[src/rtl/game_pkg.sv]
// game_pkg
// Shared definitions for the game flow controller and the background drawer:
// game state encoding, background-state codes and the widths of the
// lives / level / timer / pause fields.
package game_pkg;

  localparam int BG_W    = 2;
  localparam int LIVES_W = 2;
  localparam int LEVEL_W = 3;
  localparam int TIME_W  = 7;
  localparam int PAUSE_W = 8;

  typedef enum logic [2:0] {
    ST_WELCOME = 3'd0,
    ST_PLAY    = 3'd1,
    ST_PAUSE   = 3'd2,
    ST_OVER    = 3'd3,
    ST_WIN     = 3'd4
  } game_state_t;

  localparam logic [BG_W-1:0] BG_WELCOME = 2'b00;
  localparam logic [BG_W-1:0] BG_PLAY    = 2'b01;  // play and pause share a background
  localparam logic [BG_W-1:0] BG_OVER    = 2'b10;
  localparam logic [BG_W-1:0] BG_WIN     = 2'b11;

  // Background code shown for a given game state.
  function automatic logic [BG_W-1:0] bg_of_state(input game_state_t st);
    logic [BG_W-1:0] bg;
    case (st)
      ST_WELCOME: bg = BG_WELCOME;
      ST_PLAY:    bg = BG_PLAY;
      ST_PAUSE:   bg = BG_PLAY;
      ST_OVER:    bg = BG_OVER;
      ST_WIN:     bg = BG_WIN;
      default:    bg = BG_WELCOME;
    endcase
    return bg;
  endfunction

endpackage

[src/rtl/frame_sec_timer.sv]
// frame_sec_timer
// Divides startOfFrame pulses down to one secTick per FRAMES_PER_SEC frames.
// Ports:
//   clk, reset    : system clock, asynchronous active-high reset
//   startOfFrame  : one-cycle pulse per video frame
//   clear         : holds the frame count at 0 (used whenever not playing)
//   secTick       : one-cycle pulse on the frame that wraps the count
module frame_sec_timer #(
  parameter int FRAMES_PER_SEC = 60
) (
  input  logic clk,
  input  logic reset,
  input  logic startOfFrame,
  input  logic clear,
  output logic secTick
);

  localparam int CNT_W = (FRAMES_PER_SEC > 1) ? $clog2(FRAMES_PER_SEC) : 1;
  localparam logic [CNT_W-1:0] CNT_MAX = CNT_W'(FRAMES_PER_SEC - 1);

  logic [CNT_W-1:0] frame_cnt_r;

  // secTick is decoded from the registered count so the controller sees it
  // in the same cycle as the wrapping frame pulse.
  assign secTick = startOfFrame & ~clear & (frame_cnt_r == CNT_MAX);

  // Frame counter: counts 0..FRAMES_PER_SEC-1, wraps, cleared on demand.
  always_ff @(posedge clk or posedge reset) begin
    if (reset) begin
      frame_cnt_r <= {CNT_W{1'b0}};
    end else if (clear) begin
      frame_cnt_r <= {CNT_W{1'b0}};
    end else if (startOfFrame) begin
      if (frame_cnt_r == CNT_MAX) begin
        frame_cnt_r <= {CNT_W{1'b0}};
      end else begin
        frame_cnt_r <= frame_cnt_r + {{(CNT_W-1){1'b0}}, 1'b1};
      end
    end else begin
      frame_cnt_r <= frame_cnt_r;
    end
  end

endmodule

[src/rtl/game_flow_controller.sv]
// game_flow_controller
// Top-level game sequencing: welcome screen, play with a per-level countdown,
// pauses between lives/levels, game over and win screens.
// Ports:
//   clk, reset       : system clock, asynchronous active-high reset
//   startOfFrame     : one-cycle pulse per video frame
//   startKey         : level-sensitive start button (edge-detected inside)
//   playerHit        : pulse, player collided with a ball
//   allBallsCleared  : pulse, no balls left
//   bgState          : background selector (00 welcome, 01 play/pause, 10 over, 11 win)
//   freezeGame       : game objects must not move
//   levelLoad        : one-cycle pulse to respawn balls and player
//   lives, level, timeLeft : scoreboard values
module game_flow_controller
  import game_pkg::*;
#(
  parameter int FRAMES_PER_SEC = 60,
  parameter int LEVEL_TIME     = 60,
  parameter int START_LIVES    = 3,
  parameter int MAX_LEVEL      = 4,
  parameter int PAUSE_FRAMES   = 90
) (
  input  logic               clk,
  input  logic               reset,
  input  logic               startOfFrame,
  input  logic               startKey,
  input  logic               playerHit,
  input  logic               allBallsCleared,
  output logic [BG_W-1:0]    bgState,
  output logic               freezeGame,
  output logic               levelLoad,
  output logic [LIVES_W-1:0] lives,
  output logic [LEVEL_W-1:0] level,
  output logic [TIME_W-1:0]  timeLeft
);

  localparam logic [TIME_W-1:0]  LEVEL_TIME_C  = TIME_W'(LEVEL_TIME);
  localparam logic [LIVES_W-1:0] START_LIVES_C = LIVES_W'(START_LIVES);
  localparam logic [LEVEL_W-1:0] MAX_LEVEL_C   = LEVEL_W'(MAX_LEVEL);
  localparam logic [PAUSE_W-1:0] PAUSE_C       = PAUSE_W'(PAUSE_FRAMES);

  game_state_t        state_r, state_s;
  logic               key_prev_r;
  logic               key_edge_s;
  logic [PAUSE_W-1:0] pause_cnt_r, pause_cnt_s;
  logic [LIVES_W-1:0] lives_s;
  logic [LEVEL_W-1:0] level_s;
  logic [TIME_W-1:0]  time_s;
  logic               load_s;
  logic               sec_tick_s;
  logic               frame_clear_s;

  assign key_edge_s    = startKey & ~key_prev_r;
  // The frame divider only runs in PLAY, so every return to PLAY starts a fresh second.
  assign frame_clear_s = (state_r != ST_PLAY);

  frame_sec_timer #(
    .FRAMES_PER_SEC(FRAMES_PER_SEC)
  ) u_frame_sec_timer (
    .clk         (clk),
    .reset       (reset),
    .startOfFrame(startOfFrame),
    .clear       (frame_clear_s),
    .secTick     (sec_tick_s)
  );

  // Next-state and next-output decode for the game FSM.
  always_comb begin
    state_s     = state_r;
    pause_cnt_s = pause_cnt_r;
    lives_s     = lives;
    level_s     = level;
    time_s      = timeLeft;
    load_s      = 1'b0;
    case (state_r)
      ST_WELCOME: begin
        if (key_edge_s) begin
          state_s = ST_PLAY;
          lives_s = START_LIVES_C;
          level_s = 3'd1;
          time_s  = LEVEL_TIME_C;
          load_s  = 1'b1;
        end else begin
          state_s = ST_WELCOME;
        end
      end
      ST_PLAY: begin
        // A hit outranks a simultaneous clear; running out of time counts as a hit.
        if (playerHit || (timeLeft == 7'd0)) begin
          if (lives <= 2'd1) begin
            state_s = ST_OVER;
            lives_s = 2'd0;
          end else begin
            state_s     = ST_PAUSE;
            lives_s     = lives - 2'd1;
            pause_cnt_s = PAUSE_C;
          end
        end else if (allBallsCleared) begin
          if (level == MAX_LEVEL_C) begin
            state_s = ST_WIN;
          end else begin
            state_s     = ST_PAUSE;
            level_s     = level + 3'd1;
            pause_cnt_s = PAUSE_C;
          end
        end else if (sec_tick_s && (timeLeft != 7'd0)) begin
          time_s = timeLeft - 7'd1;
        end else begin
          state_s = ST_PLAY;
        end
      end
      ST_PAUSE: begin
        if (pause_cnt_r == 8'd0) begin
          state_s = ST_PLAY;
          time_s  = LEVEL_TIME_C;
          load_s  = 1'b1;
        end else if (startOfFrame) begin
          pause_cnt_s = pause_cnt_r - 8'd1;
        end else begin
          state_s = ST_PAUSE;
        end
      end
      ST_OVER, ST_WIN: begin
        if (key_edge_s) begin
          state_s = ST_WELCOME;
        end else begin
          state_s = state_r;
        end
      end
      default: begin
        state_s = ST_WELCOME;
      end
    endcase
  end

  // State, counters and registered outputs.
  always_ff @(posedge clk or posedge reset) begin
    if (reset) begin
      state_r     <= ST_WELCOME;
      pause_cnt_r <= 8'd0;
      bgState     <= BG_WELCOME;
      freezeGame  <= 1'b1;
      levelLoad   <= 1'b0;
      lives       <= 2'd0;
      level       <= 3'd0;
      timeLeft    <= 7'd0;
    end else begin
      state_r     <= state_s;
      pause_cnt_r <= pause_cnt_s;
      bgState     <= bg_of_state(state_s);
      freezeGame  <= (state_s != ST_PLAY);
      levelLoad   <= load_s;
      lives       <= lives_s;
      level       <= level_s;
      timeLeft    <= time_s;
    end
  end

  // Start-key edge register; preset so a key held through reset is not an event.
  always_ff @(posedge clk or posedge reset) begin
    if (reset) begin
      key_prev_r <= 1'b1;
    end else begin
      key_prev_r <= startKey;
    end
  end

endmodule
[config.mk]
export PLATFORM = sky130hd
export DESIGN_NAME = game_flow_controller
export DESIGN_NICKNAME = d
export VERILOG_FILES = /design/src/rtl/game_pkg.sv /design/src/rtl/frame_sec_timer.sv /design/src/rtl/game_flow_controller.sv
export SDC_FILE = /design/constraint.sdc
export NUM_CORES = 1
export LEC_CHECK = 0
export CORE_MARGIN = 3
export CORE_UTILIZATION = 55
export DETAILED_ROUTE_END_ITERATION = 10
export MAX_ROUTING_LAYER = met4
export PLACE_DENSITY = 0.76
export SLEW_MARGIN = 20
export SYNTH_ARGS = -nofsm -noshare
export SYNTH_HDL_FRONTEND = slang
export SYNTH_SLANG_ARGS = --single-unit
[constraint.sdc]
create_clock -name clk -period 3 [get_ports clk]
set_input_delay 0.6 -clock clk [delete_from_list [all_inputs] [get_ports clk]]
set_output_delay 0.6 -clock clk [all_outputs]
set_load 0.005 [all_outputs]
After elaboration in Yosys (flattened, before gate mapping)
Cells that the tools add are included.
Word-level totals
  register bits: 34
  bits of input ports: 6
  logic and storage cells: 101
Operators by class
  add/sub/neg operators: 5
  $lt $le $gt $ge: 1
  eq/ne operators: 25
  muxes and demuxes: 39
  bitwise gates (word level): 5
  reductions and logical operators: 16
Operators with widths (count)
  2-to-1 mux 8 bit: 6
  2-to-1 mux 7 bit: 5
  2-to-1 mux 3 bit: 11
  case mux 7 bit (3 select lines): 1
  inequality test 2 bit (second input constant): 10
  2-to-1 mux 6 bit: 3
  case mux 8 bit (2 select lines): 1
  == test 3 x 2 -> 1 bit (second input constant): 4
  case mux 3 bit (4 select lines): 1
  AND reduction 6 bit: 2
  == test 3 bit (second input constant): 3
  inequality test 3 bit (second input constant): 3
  zero test 8 bit: 1
  subtractor 8 x 1 -> 8 bit (second input constant): 1
  zero test 7 bit: 1
  nonzero test 7 bit: 1
  subtractor 7 x 1 -> 7 bit (second input constant): 1
  adder 6 x 1 -> 6 bit (second input constant): 1
  == test 3 x 1 -> 1 bit (second input constant): 2
  == test 6 bit (second input constant): 1
  2-to-1 mux 2 bit: 3
  inequality test 3 x 1 -> 1 bit (second input constant): 2
  case mux 2 bit (3 select lines): 1
  case mux 3 bit (2 select lines): 1
  16 further kinds: 25

Logic depth before layout (Yosys ltp)
Gate-level depths: netlist (run 1).
  depth in word-level cells: 12
  gate-level depth with buffers: 8
  mapped depth without buffers: 7

Cells and area by module
A second synthesis (run 1) with hierarchy kept.
Second synthesis, totals
  cell total of the unflattened synthesis: 218
  area total of the unflattened synthesis: 2084.5 um2
By module, submodules not included
  game_flow_controller: instances 1, cells each 180, area an instance 1731.7 um2, sequential area each 703.2 um2
  frame_sec_timer: instances 1, cells each 38, area an instance 352.8 um2, sequential area each 150.1 um2

Worst setup path after synthesis (run 1)
OpenSTA, ideal clock, no wires.
  kind: reg-to-reg
  from: register timeLeft[0]
  to: register pause_cnt_r[7]
  library setup time: 0.125 ns
  arrival time: 1.970 ns
  path slack: 0.905 ns
  stages on the path, launching flop included: 9
  clock period less this slack: 2.095 ns
  cells stage by stage: dfrtp_1 inv_1 ha_1 nor3b_2 a21oi_1 mux2i_1 and2_1 buf_6 mux2_4
Between the ends
  longest elaborated chain between the ends: 4
  elaborated cells between the ends (all ways): 8
  those cells by class: eq/ne (3); mux (2); reduce/logical (3)
Ends and longest elaborated chain
  start, declared: RTL line game_flow_controller.sv:34  | output logic [TIME_W-1:0] timeLeft
  start signal, assigned: RTL line game_flow_controller.sv:155  | timeLeft <= time_s;
  zero test 7 bit *: RTL line game_flow_controller.sv:89  | if (playerHit || (timeLeft == 7'd0)) begin
  logical OR 1 bit *: RTL line game_flow_controller.sv:89
  inequality test 3 bit (no source line) or 2-to-1 mux 8 bit (tied branches)
  AND reduction 6 bit (no source line) or case mux 8 bit (2 select lines) (tied branches)
  end signal, assigned: RTL line game_flow_controller.sv:149  | pause_cnt_r <= pause_cnt_s;
  end, declared: RTL line game_flow_controller.sv:45  | logic [PAUSE_W-1:0] pause_cnt_r, pause_cnt_s;
Every way passes the cells marked *; elsewhere a longest branch is shown, timed or not.
A chain may end at the register's enable or synchronous reset.

Worst setup path after layout (run 1)
Same ends and word-level chain as after synthesis.

==> impl_results.md, run 1 <==
* Outcome: complete, no violations
* Final TNS setup at 0 ns
* Depth of the most critical reg-to-reg path at 7
* Post-synth top area cell: dfrtp_1
* H-tree depth at 2
* Cts bufs inserted at 5
* Initial antenna violation count at 0
* Tot GR Track Use at 21.3%
* Power per Cell Area at 755 nW/um^2
* Synth Flop Type: dfrtp_1
* Critical path type: flop to flop
* Lkg Pwr at 0.000916 uW
* Synth top area share at 42.0%
* Worst-path clk slew at 0.11 ns
* Share of layout cells above drive strength 1 at 10.1%
* RSZ-0062 raised after global routing: no
* Crit path launch type: flop
* Clk Tree Root Cell: clkbuf_4
* Total gr overflow at 0
* Post-DP Area at 2170 sq um
* Port buffer count at 21
* Mapped Cells at 199
* Yosys cell types at 54
* Final WL at 4000 um
* DIE HEIGHT at 64.9 um
* Peak VDD IR at 0.000422 V
* CTS tree: yes
* Most area-consuming cells after synthesis: dfrtp_1 42%, nand2_1 3.5%, ha_1 3.3%
* Fin crit share at 81.4%
* Fin. Hold Viols at 0
* Die area at 4210 sq um
* Via count at 1602
* # IOs at 22
* Worst Path Max Fanout at 6
* Syn nets at 210
* Critical Path AT at 2.67 ns
* Routability Congestion at 0.837
* Core Area at 3180 sq um
* Die width at 64.9 um
* Post-route total power at 1680 uW
* Post-synthesis area per instance at 9.58 sq um
* Number of setup buffers added after CTS at 0
* Post-DRT Antenna Nets at 0
* First-pass GRT wire length at 6820 um
* Skew-Pair Late Insertion Delay at 0.34 ns
* DP Cell Count at 263
* Maxcap violations at 0
* Post-synth EDFFs at 0
* Crit path required time at 3.22 ns
* Post-Syn Area at 1910 sq um
* Worst Tran Pin Value at 0.675 ns
* Final number of setup-violating endpoints at 0
* Drt pass-1 iters at 4
* Final min period at 2.44 ns
* #FFs+latches synth at 34
* CTS max path bufs at 2
* Most frequent cell after synthesis: dfrtp_1
* Std cell rows at 20
* Final Instance Count excl. Fillers at 271
* Yosys Warn Count at 0
* Fin nets at 237
* Area growth from synthesis to layout at 16.7%
* Vias per cell at 5.91
* Most common library cells after synthesis: 32 x dfrtp_1, 18 x nand2_1, 14 x nor2_1
* Critical path, cell by cell: inv_1, ha_1, nor3b_2, a21oi_1, mux2i_1, and2_1, mux2_4
* Slew Viols, Final at 0
* Drt first-iter violations at 103
* WL/cell at 14.8 um
* Slowest CP cell: dfrtp_1
* Initial Util at 60.0%
* Clock sinks at 34
* PostCTS Resize Cnt at 0
* Async set-reset flop share out of synthesis at 100%
* CP endpoint kind: flop
* DRC at 0
* Slowest stage delay, CP at 0.44 ns
* Design area at 2230 sq um
* WHS Path Cells at 1
* Register area share after synthesis at 44.8%
* Final hold slack at 0.504 ns
* Hold_buf cts at 0
* Worst min path class: flop to flop
* Number of global-route vias before repair at 1520
* Slew headroom at 55.0%
* Layout Skew at 0.0112 ns
* Diodes inserted at 0
* Pin count of the biggest net entering global routing at 20
* F_max at 409 MHz
* Hpwl dp at 2960 um
layer usage:
layer / GRT usage (%) / up-vias / wire (um)
met5: - / - / 0
met4: 7.92 / 0 / 73
met3: 4.51 / 10 / 162
met2: 34.1 / 37 / 1920
met1: 26.5 / 774 / 1840
li1: - / 781 / -
critical path, delay by kind of cell, from the launching register on:
kind | cells | cell delay, ns
flops | 1 | 0.44
compound gates | 1 | 0.20
simple gates | 2 | 0.73
buf+inv | 1 | 0.09
mux | 2 | 0.69
fa+ha+maj | 1 | 0.18
flip-flops by register name, summed over array words and instances (netlist names), 2 cells and up:
signal,flops
bgState,2
level,3
lives,2
pause_cnt_r,8
state_r,3
timeLeft,7
u_frame_sec_timer.frame_cnt_r,6
layout make-up:
type / instances / area (sq um)
clock buffer: 7 / 55.1
clock inverter: 1 / 5.00
fill: 259 / 952
inverter: 12 / 45.0
multi-input combinational: 148 / 972
sequential: 34 / 853
tap: 44 / 55.1
timing repair buffer: 25 / 240
cell usage in the layout (no fill, tap or decap), drive strengths merged, types with 3 or more instances in the layout:
cell and instances:
dfrtp 32, clkdlybuf4s50 21, nand2 18, nor2 15, inv 12, o21ai 12
a21oi 11, a31oi 8, nor3 8, nand2b 7, clkbuf 7, or3 5
nand3 5, ha 5, nor3b 5, a21o 4, buf 4, o31ai 3
and2 3, or2 3
logic make-up after synthesis:
kind of cell | count (synthesis) | share of synthesized area [%]
AO/OA/AOI/OAI | 57 | 20.9
XOR/XNOR | 2 | 0.919
adder cells (fa/ha/maj) | 5 | 3.28
buffers and inverters | 17 | 4.26
flip-flops | 34 | 44.8
multiplexers | 4 | 2.43
AND/OR/NAND/NOR | 80 | 23.5
metrics by stage:
| stage | setup slack, ns | utilization [%] |
|---|---|---|
| final | 0.557 | 70.0 |
| after global routing | 0.414 | 70.0 |
| after CTS | 0.575 | 70.0 |
| after detailed placement | 0.396 | 68.1 |
| after global placement | 0.498 | 68.1 |
| after floorplan | 0.905 | - |
power breakdown:
| part | internal, uW | switching (uW) |
|---|---|---|
| clock network | 114 | 150 |
| registers | 578 | 137 |
| logic | 341 | 362 |
final timing paths:
path	from	endpoint	slack (ns)
worst max-delay path	timeLeft[0]	pause_cnt_r[7]	0.56
min in group asynchronous	reset	pause_cnt_r[7]	0.66
max in group asynchronous	reset	u_frame_sec_timer.frame_cnt_r[2]	1.67
worst max register to register	timeLeft[0]	pause_cnt_r[7]	0.56
worst min register to register	pause_cnt_r[3]	pause_cnt_r[3]	0.50
worst min-delay path	pause_cnt_r[3]	pause_cnt_r[3]	0.50
(Power assumes the default switching activity.)
==> run 2, diff against run 1 <==
==> constraint.sdc (replaced) <==
create_clock -name clk -period 2.6 [get_ports clk]
set_input_delay 0.52 -clock clk [delete_from_list [all_inputs] [get_ports clk]]
set_output_delay 0.52 -clock clk [all_outputs]
set_load 0.005 [all_outputs]
==> run 2 against run 1 <==
Compared with the run above: non-clock buffer count increased by 4; clock power rose by 19%; combinational power rose by 24%; sequential power increased by 13%; count of clock-buffer cells in the layout stayed put; utilization increased by 0.94 points; final area rose by 1.3%; maximum frequency is 5.1% higher; worst setup slack lost 0.28 ns.
==> impl_results.md, run 2 (synthesis results as in run 1) <==
* Final number of setup-violating endpoints at 0 (unchanged)
* Crit path launch type: flop (unchanged)
* Fin crit share at 89.4% (was 81.4%)
* Tot GR Track Use at 24.4% (was 21.3%)
* Area growth from synthesis to layout at 18.3% (was 16.7%)
* Layout Skew at 0.0129 ns (was 0.0112 ns)
* Setup WS pre-CTS at 0.213 ns (was 0.396 ns)
* Power per Cell Area at 885 nW/um^2 (was 755 nW/um^2)
* # IOs at 22 (unchanged)
* CTS tree: yes (unchanged)
* Critical Path AT at 2.56 ns (was 2.67 ns)
* Number of global-route vias before repair at 1655 (was 1520)
* F_max at 430 MHz (was 409 MHz)
* Commonest non-fill, non-tap cell in the layout: dfrtp_1 (unchanged)
* Pin count of the biggest net entering global routing at 35 (was 20)
* Depth of the most critical reg-to-reg path at 7 (unchanged)
* H-tree depth at 2 (unchanged)
* Routability Congestion at 0.899 (was 0.837)
* Share of layout cells above drive strength 1 at 11.7% (was 10.1%)
* Crit path required time at 2.83 ns (was 3.22 ns)
* First-pass GRT wire length at 7690 um (was 6820 um)
* Worst min path class: flop to flop (unchanged)
* Cts bufs inserted at 5 (unchanged)
* Peak VDD IR at 0.000604 V (was 0.000422 V)
* Critical path, cell by cell: inv_1, ha_1, or3b_1, or2_1, a221o_1, a21o_1, and2_1 (was inv_1, ha_1, nor3b_2, a21oi_1, mux2i_1, and2_1, mux2_4)
* Vias per cell at 6.10 (was 5.91)
* Fin nets at 241 (was 237)
* Crit path depth at 7 (unchanged)
* Switching share of power at 39.2% (was 38.6%)
* Worst-path clk slew at 0.11 ns (about the same)
* CP endpoint kind: flop (unchanged)
* Worst Tran Pin Value at 0.646 ns (was 0.675 ns)
* Slowest stage delay, CP at 0.46 ns (was 0.44 ns)
* Clk Tree Root Cell: clkbuf_4 (unchanged)
* Drt pass-1 iters at 4 (unchanged)
* Clock power share at 15.8% (was 15.7%)
* Hpwl dp at 3160 um (was 2960 um)
* Met3 wire length at 222 um (was 162 um)
* Biggest regs: pause_cnt_r (8), timeLeft (7), u_frame_sec_timer.frame_cnt_r (6) (unchanged)
* Clock sinks at 34 (unchanged)
* Fin. Hold Viols at 0 (unchanged)
* Die area at 4210 sq um (unchanged)
* Worst Path Max Fanout at 7 (was 6)
* WHS Path Cells at 1 (unchanged)
* Post-Route M1 WL at 1910 um (was 1840 um)
* Core Area at 3180 sq um (unchanged)
* Diodes inserted at 0 (unchanged)
* DIE HEIGHT at 64.9 um (unchanged)
* Slew Viols, Final at 0 (unchanged)
* Total gr overflow at 0 (unchanged)
* PostCTS Resize Cnt at 0 (unchanged)
* Die width at 64.9 um (unchanged)
* Outcome: complete, no violations (unchanged)
* Top Layer Used: met4 (unchanged)
* Int Pwr at 1210 uW (was 1030 uW)
* Fin worst setup slack at 0.277 ns (was 0.557 ns)
* Final min period at 2.32 ns (was 2.44 ns)
* RSZ-0062 raised after global routing: no (unchanged)
* Max reg flops at 8 (unchanged)
* Final WL at 4420 um (was 4000 um)
* Most frequent cells in the layout: 32 x dfrtp_1, 21 x clkdlybuf4s50_1, 18 x nand2_1 (unchanged)
* Port buffer count at 21 (unchanged)
* Final Instance Count excl. Fillers at 275 (was 271)
* Sequential share of power at 40.5% (was 42.5%)
* Initial antenna violation count at 0 (unchanged)
* Slew headroom at 56.9% (was 55.0%)
* Post-DRT Antenna Nets at 0 (unchanged)
* Top reg by flops: pause_cnt_r (unchanged)
* CTS max path bufs at 2 (unchanged)
* Slowest CP cell: or3b_1 (was dfrtp_1)
* Seq. cell area at 853 sq um (unchanged)
* WL/cell at 16.1 um (was 14.8 um)
* Buf/Inv on CP at 1 (unchanged)
* Psw at 782 uW (was 648 uW)
* Lkg Pwr at 0.000936 uW (was 0.000916 uW)
* Skew-Pair Late Insertion Delay at 0.34 ns (about the same)
* Drt first-iter violations at 112 (was 103)
* DRC at 0 (unchanged)
* Hold_buf cts at 0 (unchanged)
* Final TNS setup at 0 ns (unchanged)
* Final hold slack at 0.522 ns (was 0.504 ns)
* Metal2 WL at 2210 um (was 1920 um)
* Initial Util at 60.0% (unchanged)
* Critical path type: flop to flop (unchanged)
* Combinational power share at 43.8% (was 41.8%)
* Number of setup buffers added after CTS at 0 (unchanged)
* Maxcap violations at 0 (unchanged)
* DP Cell Count at 267 (was 263)
* Via count at 1678 (was 1602)
* Family with the most delay on the worst path: simple AND/OR/NAND/NOR gates (unchanged)
* Number of fill cells at 237 (was 259)
* Std cell rows at 20 (unchanged)
* Multi-input logic area at 972 sq um (unchanged)
[run 2: power by group through the flow]
stage / combinational, uW / clock, uW / sequential, uW
after floorplan: 577 / 0 / 779
after global placement: 828 / 0 / 801
after detailed placement: 865 / 0 / 816
after CTS: 873 / 320 / 805
after global routing: 976 / 350 / 829
final: 874 / 314 / 807
[run 2: through the flow]
step	instance area [sq um]	total power [uW]	utilization, %
2_1_floorplan	1910	1360	-
3_3_place_gp	2200	1630	69.1
3_5_place_dp	2200	1680	69.1
4_1_cts	2260	2000	71.0
5_1_grt	2260	2160	71.0
6_report	2260	2000	71.0
[run 2: worst paths after layout]
path / startpoint / to / slack, ns
setup / recovery: pause_cnt_r[0] / timeLeft[6] / 0.28
hold / removal: pause_cnt_r[0] / pause_cnt_r[0] / 0.52
setup reg to reg: pause_cnt_r[0] / timeLeft[6] / 0.28
hold reg to reg: pause_cnt_r[0] / pause_cnt_r[0] / 0.52
max in group asynchronous: reset / freezeGame / 1.69
min in group asynchronous: reset / timeLeft[0] / 0.56
[run 2: cell type report]
class | instances | area share (%)
clock buffer | 7 | 2.44
timing repair buffer | 29 | 12.0
tap | 44 | 2.44
inverter | 12 | 2.00
multi-input combinational | 148 | 43.1
clock inverter | 1 | 0.222
sequential | 34 | 37.8
[run 2: per-layer routing]
metal	vias to the layer above	track usage (%)
met5	-	-
met4	0	8.44
met3	9	5.20
met2	56	39.0
met1	822	30.7
li1	791	-
==> run 3, diff against run 2 <==
--- a/config.mk
+++ b/config.mk
@@ -5,6 +5,7 @@
 export SDC_FILE = /design/constraint.sdc
 export NUM_CORES = 1
 export LEC_CHECK = 0
+export ABC_CLOCK_PERIOD_IN_PS = 2600
 export CORE_MARGIN = 3
 export CORE_UTILIZATION = 55
 export DETAILED_ROUTE_END_ITERATION = 10
==> results of run 3 <==
The final DEF is identical to that of run 2; final timing and power are the same.
